<file path="src/rtl/spi_pkg.sv">
// Shared definitions for the image-link SPI sender and receiver.
// Holds the sender state encoding, the SPI mode and the default frame size.
package spi_pkg;

    typedef enum logic [2:0] {
        ST_IDLE,
        ST_FETCH,
        ST_LOAD,
        ST_SETUP,
        ST_SHIFT,
        ST_HOLD,
        ST_DONE
    } sender_state_t;

    // Mode 0: SCLK idles low, data sampled on the rising edge.
    localparam logic SPI_CPOL = 1'b0;
    localparam logic SPI_CPHA = 1'b0;
    localparam logic [1:0] SPI_MODE = {SPI_CPOL, SPI_CPHA};

    localparam int IMG_BYTES_DEFAULT = 98;

    // Bits needed to hold a down-count from (n-1) to 0.
    function automatic int cnt_width(input int n);
        return (n > 1) ? $clog2(n) : 1;
    endfunction

endpackage

</file>
<file path="src/rtl/spi_clk_gen.sv">
// SCLK half-period generator: toggles sclk_level every CLK_DIV cycles while enabled.
// When disabled the level is forced low and the divider reloads, so each enable starts a full low phase.
module spi_clk_gen #(
    parameter int CLK_DIV = 4
) (
    input  logic clk,
    input  logic rst_n,
    input  logic en,
    output logic phase_tick,
    output logic sclk_level
);

    localparam int DIV_W = (CLK_DIV > 1) ? $clog2(CLK_DIV) : 1;
    localparam logic [DIV_W-1:0] DIV_LAST = DIV_W'(CLK_DIV - 1);

    logic [DIV_W-1:0] div_cnt;

    assign phase_tick = en && (div_cnt == '0);

    always_ff @(posedge clk) begin
        if (!rst_n) begin
            div_cnt    <= '0;
            sclk_level <= 1'b0;
        end else if (!en) begin
            div_cnt    <= DIV_LAST;
            sclk_level <= 1'b0;
        end else if (div_cnt == '0) begin
            div_cnt    <= DIV_LAST;
            sclk_level <= ~sclk_level;
        end else begin
            div_cnt <= div_cnt - 1'b1;
        end
    end

endmodule

</file>
<file path="src/rtl/spi_image_sender.sv">
// SPI mode-0 initiator that streams one image frame from a synchronous-read buffer per accepted start.
// FSM, shift register and byte index live here; SCLK timing comes from spi_clk_gen.
module spi_image_sender
    import spi_pkg::*;
#(
    parameter int CLK_DIV   = 4,
    parameter int IMG_BYTES = IMG_BYTES_DEFAULT,
    parameter int CS_SETUP  = 2,
    parameter int CS_HOLD   = 2,
    parameter int ADDR_W    = (IMG_BYTES > 1) ? $clog2(IMG_BYTES) : 1
) (
    input  logic              clk,
    input  logic              rst_n,
    input  logic              start,
    input  logic              abort,
    input  logic              send_image,
    output logic              byte_rd_en,
    output logic [ADDR_W-1:0] byte_addr,
    input  logic [7:0]        byte_rd_data,
    output logic              SCLK,
    output logic              COPI,
    output logic              spi_cs_n,
    output logic              busy,
    output logic              done
);

    localparam int CNT_W = cnt_width((CS_SETUP > CS_HOLD) ? CS_SETUP : CS_HOLD);
    localparam logic [CNT_W-1:0]  SETUP_LAST = CNT_W'(CS_SETUP - 1);
    localparam logic [CNT_W-1:0]  HOLD_LAST  = CNT_W'(CS_HOLD - 1);
    localparam logic [ADDR_W-1:0] IDX_LAST   = ADDR_W'(IMG_BYTES - 1);

    sender_state_t     state_q, state_d;
    logic [ADDR_W-1:0] idx_q, idx_d;
    logic [6:0]        shreg_q, shreg_d;
    logic [2:0]        bit_q, bit_d;
    logic [CNT_W-1:0]  cnt_q, cnt_d;
    logic              copi_q, copi_d;
    logic              cs_n_q, cs_n_d;
    logic              busy_q, busy_d;
    logic              done_q, done_d;
    logic              rd_en_q, rd_en_d;

    logic phase_tick;
    logic sclk_level;

    // Abort gates the divider in the same cycle so SCLK is already low when the FSM lands in IDLE.
    spi_clk_gen #(
        .CLK_DIV (CLK_DIV)
    ) u_clk_gen (
        .clk        (clk),
        .rst_n      (rst_n),
        .en         ((state_q == ST_SHIFT) && !abort),
        .phase_tick (phase_tick),
        .sclk_level (sclk_level)
    );

    always_comb begin
        state_d = state_q;
        idx_d   = idx_q;
        shreg_d = shreg_q;
        bit_d   = bit_q;
        cnt_d   = cnt_q;
        copi_d  = copi_q;
        cs_n_d  = cs_n_q;
        busy_d  = busy_q;
        done_d  = 1'b0;
        rd_en_d = 1'b0;

        if (abort && (state_q != ST_IDLE)) begin
            state_d = ST_IDLE;
            idx_d   = '0;
            bit_d   = '0;
            cnt_d   = '0;
            copi_d  = 1'b0;
            cs_n_d  = 1'b1;
            busy_d  = 1'b0;
        end else begin
            case (state_q)
                ST_IDLE: begin
                    if (start && send_image && !abort) begin
                        state_d = ST_FETCH;
                        idx_d   = '0;
                        busy_d  = 1'b1;
                        rd_en_d = 1'b1;
                    end
                end
                ST_FETCH: begin
                    state_d = ST_LOAD;
                end
                ST_LOAD: begin
                    shreg_d = byte_rd_data[6:0];
                    copi_d  = byte_rd_data[7];
                    bit_d   = 3'd7;
                    if (idx_q == '0) begin
                        state_d = ST_SETUP;
                        cs_n_d  = 1'b0;
                        cnt_d   = SETUP_LAST;
                    end else begin
                        state_d = ST_SHIFT;
                    end
                end
                ST_SETUP: begin
                    if (cnt_q == '0) begin
                        state_d = ST_SHIFT;
                    end else begin
                        cnt_d = cnt_q - 1'b1;
                    end
                end
                ST_SHIFT: begin
                    // A tick while SCLK is high is a falling edge: present the next bit or finish the byte.
                    if (phase_tick && sclk_level) begin
                        if (bit_q != 3'd0) begin
                            bit_d   = bit_q - 1'b1;
                            copi_d  = shreg_q[6];
                            shreg_d = {shreg_q[5:0], 1'b0};
                        end else if (idx_q == IDX_LAST) begin
                            state_d = ST_HOLD;
                            cnt_d   = HOLD_LAST;
                        end else begin
                            state_d = ST_FETCH;
                            idx_d   = idx_q + 1'b1;
                            rd_en_d = 1'b1;
                        end
                    end
                end
                ST_HOLD: begin
                    if (cnt_q == '0) begin
                        state_d = ST_DONE;
                        idx_d   = '0;
                        cs_n_d  = 1'b1;
                        copi_d  = 1'b0;
                        busy_d  = 1'b0;
                        done_d  = 1'b1;
                    end else begin
                        cnt_d = cnt_q - 1'b1;
                    end
                end
                ST_DONE: begin
                    state_d = ST_IDLE;
                end
                default: begin
                    state_d = ST_IDLE;
                end
            endcase
        end
    end

    always_ff @(posedge clk) begin
        if (!rst_n) begin
            state_q <= ST_IDLE;
            idx_q   <= '0;
            shreg_q <= '0;
            bit_q   <= '0;
            cnt_q   <= '0;
            copi_q  <= 1'b0;
            cs_n_q  <= 1'b1;
            busy_q  <= 1'b0;
            done_q  <= 1'b0;
            rd_en_q <= 1'b0;
        end else begin
            state_q <= state_d;
            idx_q   <= idx_d;
            shreg_q <= shreg_d;
            bit_q   <= bit_d;
            cnt_q   <= cnt_d;
            copi_q  <= copi_d;
            cs_n_q  <= cs_n_d;
            busy_q  <= busy_d;
            done_q  <= done_d;
            rd_en_q <= rd_en_d;
        end
    end

    assign byte_rd_en = rd_en_q;
    assign byte_addr  = idx_q;
    assign SCLK       = sclk_level;
    assign COPI       = copi_q;
    assign spi_cs_n   = cs_n_q;
    assign busy       = busy_q;
    assign done       = done_q;

endmodule
</file>
<file path="config.mk">
export PLATFORM = sky130hd
export DESIGN_NAME = spi_image_sender
export DESIGN_NICKNAME = d
export VERILOG_FILES = /design/src/rtl/spi_pkg.sv /design/src/rtl/spi_clk_gen.sv /design/src/rtl/spi_image_sender.sv
export SDC_FILE = /design/constraint.sdc
export NUM_CORES = 1
export LEC_CHECK = 0
export BUFFER_PORTS_ARGS = -buffer_cell sky130_fd_sc_hd__buf_4
export CORE_UTILIZATION = 45
export CTS_CLUSTER_SIZE = 10
export DETAILED_ROUTE_END_ITERATION = 7
export PLACE_DENSITY = 0.77
export SETUP_SLACK_MARGIN = 0.15
export SKIP_CTS_REPAIR_TIMING = 1
export SLEW_MARGIN = 20
export SYNTH_ARGS = -nofsm -noshare
export SYNTH_HDL_FRONTEND = slang
export SYNTH_SLANG_ARGS = --single-unit
</file>
<file path="constraint.sdc">
create_clock -name clk -period 5.37 [get_ports clk]
set_clock_uncertainty 0.15 [all_clocks]
set_input_delay 0.8055 -clock clk [delete_from_list [all_inputs] [get_ports clk]]
set_output_delay 0.8055 -clock clk [all_outputs]
set_load 0.05 [all_outputs]
</file>
==> metrics.md <==
| Metric | Value |
|---|---|
| CP Launch Type | `flip-flop` |
| Layout Nets | `around 240` |
| Share of the synthesized area in the top cell type | `between 30% and 40%` |
| Num CTS Buffers | `5` |
| Post-detail-place hpwl | `about 2500 um` |
| Finished Cell Area | `a little under 0.002 mm2` |
| Top cells by area, synth | `dfxtp_1 (35%), ha_1 (6.0%), nand2_1 (5.9%)` |
| IO Count | `26` |
| # fillers | `approximately 330` |
| Synth async-reset ratio | `0%` |
| Slowest cell on the critical path | `dfxtp_1` |
| Core Area | `0.00344 mm2` |
| RePlAce Congestion | `0.806` |
| Worst slew margin | `~62%` |
| Vias in the first global route | `1298` |
| Met3 usage | `under 10%` |
| Synthesis-stage register bit count | `29` |
| Final Cycle Share | `approximately 45%` |
| Die area | `approximately 0.0039 mm2` |
| Layout cells sized above 1 | `a little over a fifth` |
| Die Y | `around 63 um` |
| Drt initial violations | `slightly above 60` |
| Wire per inst | `13.2 um` |
| Setup TNS | `0 ps` |
| Peak Freq | `414 MHz` |
| Fin crit period | `roughly 2400 ps` |
| Global-route wire length before repair | `approximately 5900 um` |
| Switching portion of total power | `23.5%` |
| Run status | `finished clean` |
| Total power | `about 440 uW` |
| Final hold violations | `0` |
| Critical path, cell by cell | `nor3b_4 > nand2_4 > a211oi_4 > nor2_1 > a311oi_1` |
| Pre-antenna DRT Iters | `4` |
| GR Layer Usage met2 | `29.8%` |
| Total grt overflow | `0` |
| Max FO, Critical Path | `15` |
| WL final | `between 3000 and 4000 um` |
| Main synth FF type | `dfxtp_1` |
| Seq/Total Area, Yosys | `around a third` |
| Number of routed nets with antenna violations | `0` |
| Met1 usage | `23.6%` |
| Crit path kind | `reg2reg` |
| Synth warn | `0` |
| P_int | `337 uW` |
| Hold EP | `shreg_q[0]` |
| RSZ-0062 raised after global routing | `no` |
| FF-to-FF End | `shreg_q[4]` |
| Via count | `about 1.4k` |
| CTS Root Cell | `clkbuf_8` |
| Net Count, Synth | `between 200 and 250` |
| Placement Cell Area | `0.00185 mm2` |
| Tot GR Track Use | `19.2%` |
| # setup viols final | `0` |
| RR Startpoint | `state_q[2]` |
| Vias per cell | `~5.6` |
| Hold crit path type | `reg2reg` |
| P per Cell Area | `roughly 230 mW/mm2` |
| CTS tree | `yes` |
| Arrival @ worst endpoint | `2460 ps` |
| Ant diodes | `0` |
| Worst r2r path cells | `5` |
| Slew Viols, Final | `0` |
| Leading area contributor after synthesis | `dfxtp_1` |
| R2R setup slack | `just under 3000 ps` |
| Die span in x | `62.8 um` |
| P&R area growth vs syn | `16.3%` |
| Min-delay src | `shreg_q[0]` |
| Clock transition at the registers of the reported paths | `~60 ps` |
| CTS sink cnt | `29` |
| CP peak stage delay | `about 620 ps` |
| Slew @ Worst Pin | `574 ps` |
| Synthesized area | `0.00166 mm2` |
| Comb power frac | `roughly 8.7%` |
| Seq pwr share | `50.9%` |
| IO buf count | `25` |
| Largest net degree at the start of global routing | `17` |
| Depth of the CTS H-tree | `2` |
| Syn avg cell area | `about 9 um2` |
| Initial antenna violation count | `0` |
| Busiest layer in global routing | `met2` |
| Cell variety after synth | `53` |
| Initial Util | `48.3%` |
| Number of synthesized flops with an enable pin | `0` |
| Clock share of power | `between 40% and 50%` |
| Clk Latency, worst-skew pair | `280 ps` |
| Psw | `about 100 uW` |
| DRC viols | `0` |
| WP data required | `~5400 ps` |
| Leakage | `~0.0008 uW` |
| Hold path depth | `2` |
| Clk buf depth | `2` |
| Max_cap viols | `0` |
| Syn Inst Count | `189` |
| Crit end category | `flip-flop` |
| FP Rows | `21` |
| Maximum vdd drop | `roughly 0.00015 V` |
==> cells in the final DEF, fill, tap and decap left out, types with 2 or more instances in the layout <==
cell type  instances
dfxtp_1           29
nand2_1           26
buf_4             25
nor2_1            22
inv_1             12
a311oi_1           8
ha_1               8
a21oi_1            7
a31oi_1            6
clkbuf_8           6
nand3_1            5
and3_1             5
nor3_1             4
a211oi_1           4
a221o_1            3
and3b_1            2
nand4_1            2
or2_1              2
xor2_1             2
o21ai_1            2
nor4_1             2
==> through the flow <==
| step | hold WS, ps | instances | utilization (%) | setup WS, ps |
|---|---|---|---|---|
| 5_1_grt | 347 | 260 | 56.2 | 2700 |
| 3_5_place_dp | 299 | 253 | 53.7 | 2830 |
| 6_report | 306 | 260 | 56.2 | 2950 |
| 3_3_place_gp | 292 | 253 | 53.7 | 2860 |
| 4_1_cts | 307 | 260 | 56.2 | 2970 |
| 2_1_floorplan | 279 | 189 | - | 3260 |
==> power by group through the flow <==
stage | clock, uW | sequential (uW) | combinational, uW
finish | 177 | 224 | 38.4
detailed placement | 0 | 228 | 38.3
floorplan | 0 | 230 | 23.2
global route | 193 | 224 | 42.2
CTS | 182 | 224 | 38.5
global placement | 0 | 228 | 37.9
==> layer usage <==
metal	wire length [um]	up-vias
li1	-	737
met1	1570	667
met2	1580	36
met3	208	6
met4	61	0
met5	0	-
==> worst max-delay path: cells and delay by family, from the launching register on <==
| kind | cells | cell delay, ps |
|---|---|---|
| simple gates | 3 | 770 |
| flops | 1 | 620 |
| compound gates | 2 | 790 |
==> final cells by class <==
type	count	area [um2]	area share, %
sequential	29	581	30.0
tap	46	57.6	2.98
inverter	12	45.0	2.33
timing repair buffer	25	188	9.71
clock buffer	7	86.3	4.47
multi-input combinational	141	976	50.5
==> cells by family after synthesis <==
kind of cell,synth area share (%)
buffers and inverters,6.33
AO/OA/AOI/OAI,21.8
flip-flops,34.9
AND/OR/NAND/NOR,28.7
adder cells (fa/ha/maj),6.02
XOR/XNOR,1.58
multiplexers,0.678
==> Yosys cell counts, types with 2 or more instances <==
library cell / instances
nor2_1: 22
inv_1: 12
a211oi_1: 4
ha_1: 8
nand3_1: 5
nand4_1: 2
a31oi_1: 6
dfxtp_1: 29
a311oi_1: 8
a21oi_1: 7
or2_1: 2
and3b_1: 2
clkbuf_1: 2
o21ai_1: 2
buf_6: 4
nand2_1: 26
xor2_1: 2
and3_1: 5
nor3_1: 4
nor4_1: 2
a221o_1: 3
==> registers in the layout, summed over array words and instances (netlist names) <==
register	count
u_clk_gen.sclk_level	1
busy	1
COPI	1
spi_cs_n	1
done	1
state_q	3
byte_addr	7
cnt_q	1
byte_rd_en	1
shreg_q	7
u_clk_gen.div_cnt	2
bit_q	3
==> worst max-delay path by stage <==
stage	from	endpoint
after floorplan	byte_addr[0]	byte_addr[0]
after detailed placement	abort	byte_addr[2]
final	state_q[2]	shreg_q[4]
after CTS	state_q[2]	shreg_q[4]
after global routing	state_q[0]	shreg_q[6]
after global placement	abort	byte_addr[2]
No activity file was read; power rests on OpenSTA's default activity.
